$ cat src/rtl/link_pkg.sv
// Shared state encoding and CRC-8 helper for the inter-board frame transmitter.
package link_pkg;

    typedef enum logic [2:0] {
        S_IDLE,
        S_SETUP,
        S_ASSERT,
        S_WAIT_HI,
        S_DEASSERT,
        S_WAIT_LO,
        S_CRC_SETUP,
        S_DONE
    } state_e;

    localparam logic [7:0] CRC8_POLY = 8'h07;
    localparam int CRC_MAXW = 64;

    // Folds the low nbits of word into crc, MSB first.
    function automatic logic [7:0] crc8_word(
        input logic [7:0]          crc,
        input logic [CRC_MAXW-1:0] word,
        input int                  nbits
    );
        logic [7:0] c;
        logic       fb;
        c  = crc;
        fb = 1'b0;
        for (int i = CRC_MAXW - 1; i >= 0; i--) begin
            if (i < nbits) begin
                fb = c[7] ^ word[i];
                c  = {c[6:0], 1'b0} ^ (fb ? CRC8_POLY : 8'h00);
            end
        end
        return c;
    endfunction

endpackage

$ cat src/rtl/sync_fifo.sv
// Circular-buffer FIFO with extra-bit pointers; read data is shown
// combinationally and a full FIFO accepts a write when it is read that cycle.
module sync_fifo #(
    parameter int WIDTH = 8,
    parameter int DEPTH = 16
) (
    input  logic                     clk,
    input  logic                     reset,
    input  logic                     wr_en_i,
    input  logic [WIDTH-1:0]         wr_data_i,
    input  logic                     rd_en_i,
    output logic [WIDTH-1:0]         rd_data_o,
    output logic [$clog2(DEPTH):0]   count_o,
    output logic                     full_o,
    output logic                     empty_o
);
    localparam int AW = $clog2(DEPTH);

    logic [WIDTH-1:0] mem_q [DEPTH];
    logic [AW:0]      wr_ptr_q;
    logic [AW:0]      rd_ptr_q;
    logic             do_wr;
    logic             do_rd;

    assign count_o   = wr_ptr_q - rd_ptr_q;
    assign full_o    = count_o == (AW + 1)'(DEPTH);
    assign empty_o   = count_o == '0;
    assign do_rd     = rd_en_i && !empty_o;
    assign do_wr     = wr_en_i && (!full_o || do_rd);
    assign rd_data_o = mem_q[rd_ptr_q[AW-1:0]];

    always_ff @(posedge clk) begin
        if (do_wr) begin
            mem_q[wr_ptr_q[AW-1:0]] <= wr_data_i;
        end
    end

    always_ff @(posedge clk or posedge reset) begin
        if (reset) begin
            wr_ptr_q <= '0;
            rd_ptr_q <= '0;
        end else begin
            if (do_wr) begin
                wr_ptr_q <= wr_ptr_q + (AW + 1)'(1);
            end
            if (do_rd) begin
                rd_ptr_q <= rd_ptr_q + (AW + 1)'(1);
            end
        end
    end

endmodule

$ cat src/rtl/link_frame_tx.sv
// Frame transmitter: buffers words and sends them over the four-phase
// t_data/tsent/trecieve link, optionally closed by a CRC-8 trailer word.
module link_frame_tx #(
    parameter int WIDTH   = 8,
    parameter int DEPTH   = 16,
    parameter bit CRC_EN  = 1'b1,
    parameter int TIMEOUT = 4095
) (
    input  logic                   clk,
    input  logic                   reset,
    input  logic [WIDTH-1:0]       in_data,
    input  logic                   in_we,
    input  logic                   flush,
    output logic [$clog2(DEPTH):0] in_count,
    output logic                   in_full,
    output logic [WIDTH-1:0]       t_data,
    output logic                   tsent,
    input  logic                   trecieve,
    output logic                   busy,
    output logic                   frame_done,
    output logic [7:0]             crc,
    output logic                   overflow,
    output logic                   timeout_err
);
    import link_pkg::*;

    localparam int AW = $clog2(DEPTH);
    localparam int TW = $clog2(TIMEOUT + 1);

    state_e           state_q;
    logic [AW:0]      rem_q;
    logic [TW-1:0]    cnt_q;
    logic [7:0]       crc_run_q;
    logic [7:0]       crc_q;
    logic [WIDTH-1:0] t_data_q;
    logic             tsent_q;
    logic             done_q;
    logic             ovf_q;
    logic             tmo_err_q;
    logic             trailer_q;
    logic [WIDTH-1:0] rd_data;
    logic             rd_en;
    logic             empty;
    logic             tmo_hit;

    assign rd_en   = (state_q == S_SETUP) && !empty;
    assign tmo_hit = cnt_q == TW'(TIMEOUT - 1);

    sync_fifo #(
        .WIDTH (WIDTH),
        .DEPTH (DEPTH)
    ) u_fifo (
        .clk       (clk),
        .reset     (reset),
        .wr_en_i   (in_we),
        .wr_data_i (in_data),
        .rd_en_i   (rd_en),
        .rd_data_o (rd_data),
        .count_o   (in_count),
        .full_o    (in_full),
        .empty_o   (empty)
    );

    // A write to a full FIFO is only lost if no word leaves that cycle.
    always_ff @(posedge clk or posedge reset) begin
        if (reset) begin
            ovf_q <= 1'b0;
        end else if (in_we && in_full && !rd_en) begin
            ovf_q <= 1'b1;
        end
    end

    always_ff @(posedge clk or posedge reset) begin
        if (reset) begin
            state_q   <= S_IDLE;
            rem_q     <= '0;
            cnt_q     <= '0;
            crc_run_q <= 8'h00;
            crc_q     <= 8'h00;
            t_data_q  <= '0;
            tsent_q   <= 1'b0;
            done_q    <= 1'b0;
            tmo_err_q <= 1'b0;
            trailer_q <= 1'b0;
        end else begin
            done_q <= 1'b0;
            unique case (state_q)
                S_IDLE: begin
                    if (flush && in_count != '0) begin
                        tmo_err_q <= 1'b0;
                        crc_run_q <= 8'h00;
                        rem_q     <= in_count;
                        trailer_q <= 1'b0;
                        state_q   <= S_SETUP;
                    end
                end
                S_SETUP: begin
                    t_data_q  <= rd_data;
                    crc_run_q <= crc8_word(crc_run_q, CRC_MAXW'(rd_data), WIDTH);
                    rem_q     <= rem_q - (AW + 1)'(1);
                    state_q   <= S_ASSERT;
                end
                S_ASSERT: begin
                    tsent_q <= 1'b1;
                    cnt_q   <= '0;
                    state_q <= S_WAIT_HI;
                end
                S_WAIT_HI: begin
                    if (trecieve) begin
                        state_q <= S_DEASSERT;
                    end else if (tmo_hit) begin
                        tmo_err_q <= 1'b1;
                        tsent_q   <= 1'b0;
                        state_q   <= S_IDLE;
                    end else begin
                        cnt_q <= cnt_q + TW'(1);
                    end
                end
                S_DEASSERT: begin
                    tsent_q <= 1'b0;
                    cnt_q   <= '0;
                    state_q <= S_WAIT_LO;
                end
                S_WAIT_LO: begin
                    if (!trecieve) begin
                        if (rem_q != '0) begin
                            state_q <= S_SETUP;
                        end else if (CRC_EN && !trailer_q) begin
                            state_q <= S_CRC_SETUP;
                        end else begin
                            crc_q   <= crc_run_q;
                            done_q  <= 1'b1;
                            state_q <= S_DONE;
                        end
                    end else if (tmo_hit) begin
                        tmo_err_q <= 1'b1;
                        tsent_q   <= 1'b0;
                        state_q   <= S_IDLE;
                    end else begin
                        cnt_q <= cnt_q + TW'(1);
                    end
                end
                S_CRC_SETUP: begin
                    t_data_q  <= WIDTH'(crc_run_q);
                    trailer_q <= 1'b1;
                    state_q   <= S_ASSERT;
                end
                S_DONE: begin
                    state_q <= S_IDLE;
                end
            endcase
        end
    end

    assign t_data      = t_data_q;
    assign tsent       = tsent_q;
    assign busy        = state_q != S_IDLE;
    assign frame_done  = done_q;
    assign crc         = crc_q;
    assign overflow    = ovf_q;
    assign timeout_err = tmo_err_q;

endmodule

$ cat config.mk
export PLATFORM = sky130hd
export DESIGN_NAME = link_frame_tx
export DESIGN_NICKNAME = d
export VERILOG_FILES = /design/src/rtl/link_pkg.sv /design/src/rtl/sync_fifo.sv /design/src/rtl/link_frame_tx.sv
export SDC_FILE = /design/constraint.sdc
export NUM_CORES = 1
export LEC_CHECK = 0
export BUFFER_PORTS_ARGS = -buffer_cell sky130_fd_sc_hd__buf_2
export CORE_MARGIN = 2
export CORE_UTILIZATION = 60
export CTS_CLUSTER_SIZE = 20
export DETAILED_ROUTE_END_ITERATION = 8
export PLACE_DENSITY = 0.79
export SLEW_MARGIN = 20
export SYNTH_ARGS = -nofsm -noshare
export SYNTH_HDL_FRONTEND = slang
export SYNTH_SLANG_ARGS = --single-unit
export TNS_END_PERCENT = 50
$ cat constraint.sdc
create_clock -name clk -period 7.94 [get_ports clk]
set_clock_uncertainty 0.2 [all_clocks]
set_input_delay 1.588 -clock clk [delete_from_list [all_inputs] [get_ports clk]]
set_output_delay 1.588 -clock clk [all_outputs]
set_load 0.02 [all_outputs]
; After elaboration in Yosys (flattened, before gate mapping)
; Memory sizes are Yosys's and may differ from the RTL's.
; Index checks and enable logic that the tools add are counted.
; Widths: inputs -> output; s select.
[totals]
ram_bits = 128
mem_count = 1
register_bits = 59
output_inout_bits = 27
elab_cells = 125
[memory_table]
columns = memory, depth, word_bits, read_ports, rd_clocked_by_memory_dff, wr, line
row1 = u_fifo.mem_q, 16, 8, 1, 0, 1, sync_fifo.sv:19  ; logic [WIDTH-1:0] mem_q [DEPTH];
[op_classes]
muxes = 47
addsub = 5
n_bitwise = 18
n_eq_ne = 12
reduce_logical = 29
[op_table]
columns = operator, count
row1 = $mux 8, 8
row2 = $xor 8x3->8, 8
row3 = $mux 3, 13
row4 = $mux 12, 3
row5 = $pmux 12 s3, 1
row6 = $pmux 8 s2, 2
row7 = $pmux 3 s7, 1
row8 = $mux 1, 14
row9 = $add 12x1->12 const B, 1
row10 = $eq 12x12->1 const B, 1
row11 = $eq 3x3->1 const B, 4
row12 = $add 5x1->5 const B, 2
row13 = $pmux 5 s2, 1
row14 = $reduce_bool 5->1, 2
row15 = $reduce_bool 3->1, 3
row16 = $reduce_and 4->1, 2
row17 = $xor 1x1->1, 8
row18 = $eq 3x2->1 const B, 2
row19 = $logic_and 1x1->1, 6
row20 = $ne 2x2->1 const B, 3
row21 = $reduce_and 3->1, 2
row22 = $reduce_bool 2->1, 3
row23 = $eq 5x5->1 const B, 1
row24 = $logic_not 5->1, 1
row25 = 14 further kinds, 19

; Longest topological paths before layout
; Gate-level depths: netlist of the first run.
; An unclocked memory read counts as a cell.
[logic_depth]
ltp_word = 33
mapped_depth = 13
ltp_nobuf = 11

; Hierarchy
; A second synthesis of the first run with hierarchy kept.
[hier_totals]
hier_cells = 630
area_unflattened_um2 = 8738.4
[modules_own_cells]
columns = module, instances, cells_per_inst, area_per_inst_um2
row1 = sync_fifo, 1, 315, 5710.5
row2 = link_frame_tx, 1, 315, 3027.9

; Worst setup path after synthesis of the first run
; Ideal clock, no wire load.
[synth_path]
path_kind = register to output
startpoint = register u_fifo.wr_ptr_q[0]
endpoint = output in_full
required_ns = 6.152
path_stages_with_launch = 10
t_arrival_ns = 2.640
n_path_buf = 0
setup_slack_ns = 3.512
cell_sequence = dfrtp_1 -> inv_1 -> ha_1 -> fa_1 -> inv_1 -> a21o_1 -> a21oi_1 -> xnor2_1 -> inv_1 -> nor3_1
[synth_between]
elab_chain_len = 2
[synth_lines]
columns = item, line
row1 = start: declaration, sync_fifo.sv:20  ; logic [AW:0] wr_ptr_q;
row2 = start signal: assignment, sync_fifo.sv:44  ; wr_ptr_q <= wr_ptr_q + (AW + 1)'(1);
row3 = $sub 5x5->5, sync_fifo.sv:25  ; assign count_o = wr_ptr_q - rd_ptr_q;
row4 = named net in_count[4], link_frame_tx.sv:14  ; output logic [$clog2(DEPTH):0] in_count,
row5 = $eq 5x5->1, sync_fifo.sv:26  ; assign full_o = count_o == (AW + 1)'(DEPTH);
row6 = end: declaration, link_frame_tx.sv:15  ; output logic in_full,
; The timed path passes the listed nets, and every way through them passes these cells.

; Worst setup path after layout of the first run
[layout_path]
startpoint = register u_fifo.rd_ptr_q[1]
endpoint = output in_full
[layout_between]
elab_chain_len = 2
[layout_lines]
columns = item, line
row1 = start: declaration, sync_fifo.sv:21  ; logic [AW:0] rd_ptr_q;
row2 = start signal: assignment, sync_fifo.sv:47  ; rd_ptr_q <= rd_ptr_q + (AW + 1)'(1);
row3 = $sub 5x5->5, sync_fifo.sv:25
row4 = $eq 5x5->1, sync_fifo.sv:26
; Every way passes these cells.

==> results by group, run 1 <==
Status
  – Status: finished, final reports clean

Critical path
  – Worst path required time: 6.15 ns
  – Critical path, cell by cell: buf_4, fa_1, inv_1, a21o_1, a21oi_1, xnor2_1, inv_1, nor3_1, buf_2
  – CP startpoint kind: register
  – Crit. Startpoint: u_fifo.rd_ptr_q[1]
  – Crit path capture type: output port
  – Crit Path Class: reg2out
  – Critical path arrival: 3.24 ns
  – Slowest-stage cell, CP: dfrtp_2
  – RR Startpoint: u_fifo.rd_ptr_q[1]
  – Max stage delay on crit path: 0.74 ns
  – Peak fanout along the critical path: 22
  – Most Frequent Cell on Critical Path: inv_1

Synthesis
  – Synth cell types: 66
  – Area leader, netlist: edfxtp_1
  – Synth Cell Area: 8500 sq um
  – Ys async rst share: 0.316
  – Sequential share of the synthesized area: 0.626
  – EDFF count, synth: 128
  – Most common cell in the netlist: edfxtp_1
  – Synth area leaders: edfxtp_1, dfrtp_1, mux4_2
  – Ys Warns: 0
  – Syn nets: 622
  – Post-synth top area share: 0.452
  – Top FF cell, synth: edfxtp_1
  – Synth Register Bits: 187
  – Syn avg cell area: 14.3 sq um
  – Post-synth top cells: edfxtp_1, dfrtp_1, nand2_1, nor2_1
  – Post-Synthesis Cells: 595

Route
  – Avg WL per Cell: 20.8 um
  – Via count: 5026
  – Met2 WL: 8160 um
  – DR top layer: met4
  – Via density per instance: 6.12
  – Metal-1 WL: 7530 um
  – Final ANT Viol Nets: 0
  – Residual DRC: 0
  – DR WL met3: 999 um
  – DRT Pass-1 Iters: 5
  – Final wirelength: 17000 um
  – Initial DRC Count: 596

Timing
  – Slew @ Worst Pin: 1.04 ns
  – Minimum clock period: 5.02 ns
  – Final Hold Viols: 0
  – Final Cycle Share: 0.633
  – Final setup fails: 0
  – FMAX: 199 MHz
  – Slew headroom: 0.304
  – Setup TNS Final: 0 ns
  – RSZ-0062 raised after global routing: false
  – Pins over their slew limit: 0

Worst hold path
  – HP Class: reg2reg
  – Hold_sp: overflow

Die
  – Height of the die: 123 um
  – I/O pin count: 40
  – # rows: 43
  – Die Area: 15100 sq um
  – Core ar.: 13900 sq um
  – Initial Util: 0.612
  – X dimension of the die: 123 um

Placement
  – Port bufs: 39
  – Dpl cell area: 8780 sq um
  – Detail Placement HPWL: 11700 um
  – DP Cell Count: 790
  – RD Place Congestion: 0.894

Final layout
  – Fill count: 954
  – Final instance area: 9360 sq um
  – Fin cells: 821
  – Layout area overhead: 10.1%
  – Final net count: 656
  – Layout cells sized above 1: 0.197
  – Multi-input logic area: 2940 sq um
  – Register area: 5320 sq um
  – ANT cells: 0

Clock network
  – Post-CTS setup repair buffer count: 0
  – CTS tree: built
  – Hold_buf cts: 0
  – H-Tree Depth: 4
  – CTS Buf Count: 17
  – Clock Latency Late Sink: 0.43 ns
  – CTS sink count: 187
  – CTS max path bufs: 2
  – CTS Root Buffer Type: clkbuf_16
  – Clock Pin Slew Worst Setup and Hold Paths: 0.06 ns
  – Post-CTS sizing: 0

Pwr
  – Leakage: 3.57 nW
  – Pwr dens: 430 nW/um^2
  – VDD IR max: 0.000246 V

Run
  – Max-cap violations: 0

GRT
  – Total grt overflow: 0
  – Largest net degree at the start of global routing: 48
  – Initial antenna violation count: 0
  – First-pass GRT wire length: 27200 um
  – Tot GR Track Use: 0.241
  – Vias in the first global route: 5027
-- worst max-delay path: cells and delay by family (launching register included) --
family / cells / cell delay, ns
compound gates: 2 / 0.32
xor+xnor: 1 / 0.22
fa+ha+maj: 1 / 0.29
buf+inv: 4 / 0.89
flops: 1 / 0.74
simple gates: 1 / 0.33
-- cell usage in the layout (no fill, tap or decap), drive strengths merged, types with 7 or more instances in the layout --
cell	n
nand2	42
dfrtp	59
o21ai	21
nor2	42
mux2	16
mux4	25
or3	7
buf	42
nand3	9
nand4	9
a21oi	23
ha	13
o22ai	10
clkbuf	19
mux2i	27
xnor2	28
edfxtp	128
inv	28
xor2	15
nor3	10
-- kinds of logic after synthesis --
kind of cell | after synthesis | share of synthesized area
adder cells (fa/ha/maj) | 14 | 0.0215
AO/OA/AOI/OAI | 92 | 0.0720
XOR/XNOR | 44 | 0.0505
flip-flops | 187 | 0.626
buffers and inverters | 50 | 0.0297
AND/OR/NAND/NOR | 140 | 0.0767
multiplexers | 68 | 0.124
-- layer usage --
metal  track usage  up-vias
li1              -     2287
met1         0.332     2523
met2         0.378      189
met3        0.0673       27
met4        0.0774        0
met5             0        -
-- report_power, final --
part           leakage, nW  internal (mW)  switching [mW]
Sequential            1.90           1.22           0.221
Combinational         1.39          0.763            1.00
Clock                0.280          0.466           0.355
Total                 3.57           2.45            1.58
-- final cells by class --
cell class | count | area share
inverter | 23 | 0.00923
timing repair buffer | 42 | 0.0233
clock buffer | 19 | 0.0463
sequential | 187 | 0.569
clock inverter | 12 | 0.0146
multi-input combinational | 358 | 0.314
tap | 180 | 0.0241
-- worst paths after layout --
path	endpoint	cells past startpoint	slack, ns
worst min register to register	overflow	1	0.27
worst max-delay path	in_full	9	2.92
min in group asynchronous	cnt_q[7]	2	0.89
worst max register to register	u_fifo.mem_q[3][3]	10	3.08
max in group asynchronous	u_fifo.rd_ptr_q[0]	3	5.75
worst min-delay path	overflow	1	0.27
-- state kept, by name (all words and copies together) (netlist names) --
register         flops
u_fifo.mem_q       128
cnt_q               12
crc                  8
crc_run_q            8
t_data               8
rem_q                5
u_fifo.rd_ptr_q      5
u_fifo.wr_ptr_q      5
state_q              3
frame_done           1
overflow             1
timeout_err          1
trailer_q            1
tsent                1
-- metrics by stage --
stage	total power, mW	worst slack [ns]	util	hold slack (ns)
CTS	4.03	2.70	0.673	0.269
global placement	3.13	3.28	0.632	0.248
global route	4.27	2.68	0.674	0.296
detailed placement	3.19	3.04	0.632	0.260
finish	4.02	2.92	0.674	0.272
floorplan	2.80	3.51	-	0.266
(Power assumes the default switching activity.)
==> run 2, diff against run 1 <==
--- a/config.mk
+++ b/config.mk
@@ -7,10 +7,10 @@
 export LEC_CHECK = 0
 export BUFFER_PORTS_ARGS = -buffer_cell sky130_fd_sc_hd__buf_2
 export CORE_MARGIN = 2
-export CORE_UTILIZATION = 60
+export CORE_UTILIZATION = 55
 export CTS_CLUSTER_SIZE = 20
 export DETAILED_ROUTE_END_ITERATION = 8
-export PLACE_DENSITY = 0.79
+export PLACE_DENSITY = 0.76
 export SLEW_MARGIN = 20
 export SYNTH_ARGS = -nofsm -noshare
 export SYNTH_HDL_FRONTEND = slang
==> constraint.sdc (replaced) <==
create_clock -name clk -period 4.45 [get_ports clk]
set_clock_uncertainty 0.2 [all_clocks]
set_input_delay 0.89 -clock clk [delete_from_list [all_inputs] [get_ports clk]]
set_output_delay 0.89 -clock clk [all_outputs]
set_load 0.02 [all_outputs]
==> run 2 against run 1 <==
Against the previous run: die area grew 8.8%; design area is 0.94% higher; count of clock-buffer cells in the layout down 2.
==> results by group, run 2 (same netlist as run 1, synthesis figures left out) <==
Die
  – X dimension of the die: 128 um
  – # rows: 45
  – I/O pin count: 40
  – Initial Util: 0.561
  – Height of the die: 128 um
  – Core ar.: 15100 sq um
  – Die Area: 16500 sq um

Route
  – Via density per instance: 6.01
  – Via count: 5039
  – Avg WL per Cell: 20.5 um
  – Final wirelength: 17200 um
  – DRT Pass-1 Iters: 6
  – Residual DRC: 0
  – Final ANT Viol Nets: 0
  – Initial DRC Count: 361

Critical path
  – CP startpoint kind: register
  – Slowest-stage cell, CP: fa_1
  – Critical path arrival: 2.95 ns
  – Worst path required time: 3.36 ns
  – Critical path, cell by cell: inv_1, ha_1, fa_1, inv_1, a21o_1, a21oi_1, xnor2_1, inv_1, nor3_1, buf_2
  – Crit Path Class: reg2out
  – Most Frequent Cell on Critical Path: inv_1
  – Max stage delay on crit path: 0.47 ns
  – Crit path capture type: output port
  – Peak fanout along the critical path: 4

Final layout
  – Layout cells sized above 1: 0.205
  – Final instance area: 9440 sq um
  – ANT cells: 0
  – Fill count: 1100
  – Layout area overhead: 11.1%
  – Most common cell after layout, fill and taps aside: edfxtp_1
  – Most frequent cells in the layout: edfxtp_1, dfrtp_1, nor2_1, nand2_1, buf_2
  – Fin util: 0.624
  – Fin cells: 838
  – Final net count: 665
  – Number of flip-flops in the largest register: 128

Pwr
  – Total power: 7.25 mW
  – Pwr dens: 767 nW/um^2
  – Leakage: 3.61 nW
  – VDD IR max: 0.000342 V

Status
  – Status: finished, final reports clean

Timing
  – Setup WS post-layout: 0.410 ns
  – Slew @ Worst Pin: 0.948 ns
  – Setup TNS Final: 0 ns
  – Slew headroom: 0.368
  – Hold WS: 0.264 ns
  – Final setup fails: 0
  – Final Cycle Share: 0.908
  – RSZ-0062 raised after global routing: false
  – Final Hold Viols: 0
  – Pins over their slew limit: 0
  – Minimum clock period: 4.04 ns
  – FMAX: 247 MHz

GRT
  – Initial antenna violation count: 0
  – Total grt overflow: 0
  – GR Layer Usage met2: 0.369
  – Grt met3 use: 0.0492
  – GRT busiest layer: met2
  – Global Route met1 Usage: 0.293
  – First-pass GRT wire length: 27500 um
  – Largest net degree at the start of global routing: 40
  – Vias in the first global route: 4988
  – Tot GR Track Use: 0.224

Clock network
  – CTS sink count: 187
  – CTS tree: built
  – Post-CTS sizing: 0
  – Clock Latency Late Sink: 0.43 ns
  – CTS max path bufs: 2
  – Hold_buf cts: 0
  – CTS Buf Count: 17
  – Clock Pin Slew Worst Setup and Hold Paths: 0.06 ns
  – CTS Root Buffer Type: clkbuf_16
  – Post-CTS setup repair buffer count: 0
  – H-Tree Depth: 4

Run
  – Max-cap violations: 0

Placement
  – DP Cell Count: 807
  – Placement Setup Slack: 0.821 ns
  – Detail Placement HPWL: 11700 um
  – RD Place Congestion: 0.854
  – Port bufs: 39
  – Dpl cell area: 8850 sq um

Worst hold path
  – HP Class: reg2reg
==> run 2: cell count changes in the layout (fill, tap and decap cells not counted), moves of 2 or more <==
cell,delta
buf_4,+9
clkbuf_1,-2
clkinv_4,-2
clkinvlp_4,+2
nor3_1,+2
nor3_2,-2
==> run 2: path summary, 6_finish.rpt <==
kind	cells after the start	slack, ns	from	endpoint
min in group asynchronous	2	0.34	reset	cnt_q[3]
worst min register to register	1	0.26	overflow	overflow
max in group asynchronous	3	2.90	reset	crc[5]
worst max register to register	10	0.79	u_fifo.wr_ptr_q[0]	u_fifo.mem_q[4][6]
worst min-delay path	1	0.26	overflow	overflow
worst max-delay path	10	0.41	u_fifo.wr_ptr_q[0]	in_full
==> run 2: final cells by class <==
type / count / area, sq um / share of cell area
Clock inverter: 14 / 165 / 0.0175
Inverter: 23 / 86.3 / 0.00914
Tap cell: 188 / 235 / 0.0249
Multi-Input combinational cell: 358 / 2930 / 0.310
Sequential cell: 187 / 5320 / 0.563
Clock buffer: 17 / 425 / 0.0450
Timing Repair Buffer: 51 / 285 / 0.0302
==> run 2: metal layers <==
metal / vias to the layer above / share of wire
met5: - / 0
met4: 0 / 0.019
met3: 29 / 0.048
met2: 175 / 0.50
met1: 2533 / 0.43
li1: 2302 / -
==> run 2: critical path: cells and delay by family, from the launching register on <==
family	cells	cell delay, ns
flops	1	0.40
simple gates	1	0.32
compound gates	2	0.17
buf+inv	4	0.58
fa+ha+maj	2	0.70
xor+xnor	1	0.34
==> run 2: report_power, final <==
| group | total, mW | internal (mW) | switching, mW | leakage (nW) |
|---|---|---|---|---|
| combinational | 3.24 | 1.38 | 1.86 | 1.43 |
| clock | 1.53 | 0.882 | 0.648 | 0.280 |
| sequential | 2.47 | 2.17 | 0.302 | 1.90 |
| total | 7.25 | 4.43 | 2.81 | 3.61 |
==> run 3, diff against run 2 <==
--- a/config.mk
+++ b/config.mk
@@ -5,12 +5,13 @@
 export SDC_FILE = /design/constraint.sdc
 export NUM_CORES = 1
 export LEC_CHECK = 0
+export ABC_AREA = 1
 export BUFFER_PORTS_ARGS = -buffer_cell sky130_fd_sc_hd__buf_2
 export CORE_MARGIN = 2
-export CORE_UTILIZATION = 55
+export CORE_UTILIZATION = 56
 export CTS_CLUSTER_SIZE = 20
 export DETAILED_ROUTE_END_ITERATION = 8
-export PLACE_DENSITY = 0.76
+export PLACE_DENSITY = 0.78
 export SLEW_MARGIN = 20
 export SYNTH_ARGS = -nofsm -noshare
 export SYNTH_HDL_FRONTEND = slang
==> run 3 against run 2 <==
Against the previous run: fmax is 12% higher; design area is 1.6% higher; register-to-register slack better by 0.07 ns; clock power hardly changed; sequential share of layout area is 0.90 points lower; wire length is 11% higher; sequential power is 3% lower; via count is 25% higher; global-route usage is 1.7 points higher; non-clock buffer count is 3 lower; synthesized cell count is 49% higher; critical endpoint is now u_fifo.mem_q[4][5].
==> results by group, run 3 <==
Final layout
  – ANT cells: 0
  – Layout cells sized above 1: 0.130
  – Most frequent cells in the layout: nand2_1, edfxtp_1, nor2_1, inv_1, o21ai_0
  – Most common cell after layout, fill and taps aside: nand2_1
  – Layout area overhead: 10.1%
  – Fin cells: 1128
  – Number of flip-flops in the largest register: 128
  – Final net count: 954
  – Final instance area: 9600 sq um

Route
  – Final ANT Viol Nets: 0
  – Avg WL per Cell: 16.8 um
  – Final wirelength: 19000 um
  – Via density per instance: 5.58
  – Initial DRC Count: 557
  – DRT Pass-1 Iters: 6
  – Via count: 6297
  – Residual DRC: 0

Synthesis
  – Synth area leaders: edfxtp_1, dfrtp_1, nand2_1
  – Top FF cell, synth: edfxtp_1
  – Post-Synthesis Cells: 887
  – Ys async rst share: 0.316
  – Sequential share of the synthesized area: 0.610
  – Post-synth top area share: 0.441
  – Synth cell types: 41
  – Post-synth top cells: nand2_1, edfxtp_1, nor2_1, inv_1, o21ai_0
  – Syn avg cell area: 9.83 sq um
  – Synth Cell Area: 8720 sq um
  – Most common cell in the netlist: nand2_1
  – Ys Warns: 0
  – Area leader, netlist: edfxtp_1
  – Syn nets: 914
  – Synth Register Bits: 187
  – EDFF count, synth: 128

Die
  – I/O pin count: 40
  – Core ar.: 15200 sq um
  – Height of the die: 129 um
  – Initial Util: 0.574
  – # rows: 45
  – Die Area: 16600 sq um
  – X dimension of the die: 129 um

Critical path
  – Crit path capture type: register
  – RR Startpoint: u_fifo.rd_ptr_q[2]
  – Critical path arrival: 3.45 ns
  – Crit. Startpoint: u_fifo.rd_ptr_q[2]
  – Peak fanout along the critical path: 12
  – Crit Path Class: reg2reg
  – CP startpoint kind: register
  – Most Frequent Cell on Critical Path: nand2_1
  – Max stage delay on crit path: 0.61 ns
  – Worst path required time: 4.31 ns
  – Slowest-stage cell, CP: nor2_1
  – Critical path, cell by cell: inv_2, ha_1, a21oi_1, nand2_1, xor2_1, nor3_2, nand2_1, nand2_1, inv_2, nand2_1, nor2_1

GRT
  – Vias in the first global route: 5909
  – Initial antenna violation count: 0
  – Largest net degree at the start of global routing: 67
  – Tot GR Track Use: 0.241
  – First-pass GRT wire length: 30400 um
  – Total grt overflow: 0

Pwr
  – Logic gate share of total power: 0.468
  – Leakage: 4.11 nW
  – Clk pwr share: 0.206
  – Switching power: 3.27 mW
  – Switching share of total power: 0.447
  – VDD IR max: 0.000482 V
  – Pwr dens: 762 nW/um^2
  – Internal power: 4.05 mW
  – Sequential power share: 0.326

Clock network
  – CTS sink count: 187
  – CTS max path bufs: 2
  – CTS Buf Count: 17
  – Post-CTS setup repair buffer count: 0
  – Post-CTS sizing: 0
  – Hold_buf cts: 0
  – Clock Pin Slew Worst Setup and Hold Paths: 0.07 ns
  – H-Tree Depth: 4
  – CTS Root Buffer Type: clkbuf_16
  – CTS tree: built
  – Clock Latency Late Sink: 0.43 ns

Placement
  – Dpl cell area: 9000 sq um
  – Detail Placement HPWL: 12600 um
  – DP Cell Count: 1096
  – Port bufs: 39
  – RD Place Congestion: 0.877

Worst hold path
  – HP Class: reg2reg
  – Hold_sp: cnt_q[5]

Timing
  – Pins over their slew limit: 0
  – FMAX: 278 MHz
  – Final Cycle Share: 0.807
  – Slew headroom: 0.362
  – RSZ-0062 raised after global routing: false
  – Final Hold Viols: 0
  – Slew @ Worst Pin: 0.952 ns
  – Final setup fails: 0
  – Minimum clock period: 3.59 ns
  – Setup TNS Final: 0 ns

Run
  – Max-cap violations: 0

Status
  – Status: finished, final reports clean
-- run 3: path summary, 6_finish.rpt --
kind,slack (ns),cells past startpoint,endpoint
min reg2reg,0.27,1,cnt_q[5]
min,0.27,1,cnt_q[5]
min in group asynchronous,0.35,2,t_data[3]
max in group asynchronous,3.02,3,t_data[1]
max,0.86,11,u_fifo.mem_q[4][5]
max reg2reg,0.86,11,u_fifo.mem_q[4][5]
-- run 3: cells by family (layout without fill, tap and decap cells) --
kind of cell	Yosys count	in the layout	synth area share
xor gates and xnor gates	17	17	0.0179
buffers and inverters	115	168	0.0630
and+or+nand+nor	421	421	0.203
DFF	187	187	0.610
adders and majority gates	14	14	0.0210
AOI/OAI and AO/OA	133	133	0.0848
-- run 3: power groups by stage --
| stage | Sequential [mW] | Clock, mW | Combinational (mW) |
|---|---|---|---|
| 3_5_place_dp | 2.42 | 0 | 3.36 |
| 3_3_place_gp | 2.41 | 0 | 3.32 |
| 6_report | 2.39 | 1.50 | 3.42 |
| 4_1_cts | 2.39 | 1.52 | 3.41 |
| 5_1_grt | 2.42 | 1.59 | 3.86 |
| 2_1_floorplan | 2.44 | 0 | 2.60 |
-- run 3: final cells by class --
type,count,area (sq um)
Timing Repair Buffer,48,263
Inverter,88,333
Clock buffer,17,425
Clock inverter,15,170
Fill cell,1160,5600
Multi-Input combinational cell,585,2850
Tap cell,188,235
Sequential cell,187,5320
-- run 3: critical path, delay by kind of cell, from the launching register on --
| kind | cells | cell delay, ns |
|---|---|---|
| AND/OR/NAND/NOR | 6 | 1.21 |
| flip-flops | 1 | 0.59 |
| adder cells (fa/ha/maj) | 1 | 0.39 |
| XOR/XNOR | 1 | 0.31 |
| buffers and inverters | 2 | 0.37 |
| AO/OA/AOI/OAI | 1 | 0.14 |
-- run 3: metrics by stage --
| step | power (mW) | utilization | hold slack [ns] | worst slack (ns) |
|---|---|---|---|---|
| final | 7.32 | 0.631 | 0.267 | 0.857 |
| after global routing | 7.87 | 0.631 | 0.304 | 0.594 |
| after CTS | 7.31 | 0.631 | 0.267 | 0.874 |
| after detailed placement | 5.78 | 0.592 | 0.258 | 0.927 |
| after global placement | 5.73 | 0.592 | 0.249 | 1.02 |
| after floorplan | 5.04 | - | 0.233 | 1.16 |
-- run 3: layer usage --
layer | vias to the layer above | part of all wire | track usage
li1 | 3041 | - | -
met1 | 2965 | 0.44 | 0.335
met2 | 259 | 0.47 | 0.373
met3 | 32 | 0.068 | 0.0507
met4 | 0 | 0.025 | 0.0972
met5 | - | 0 | 0
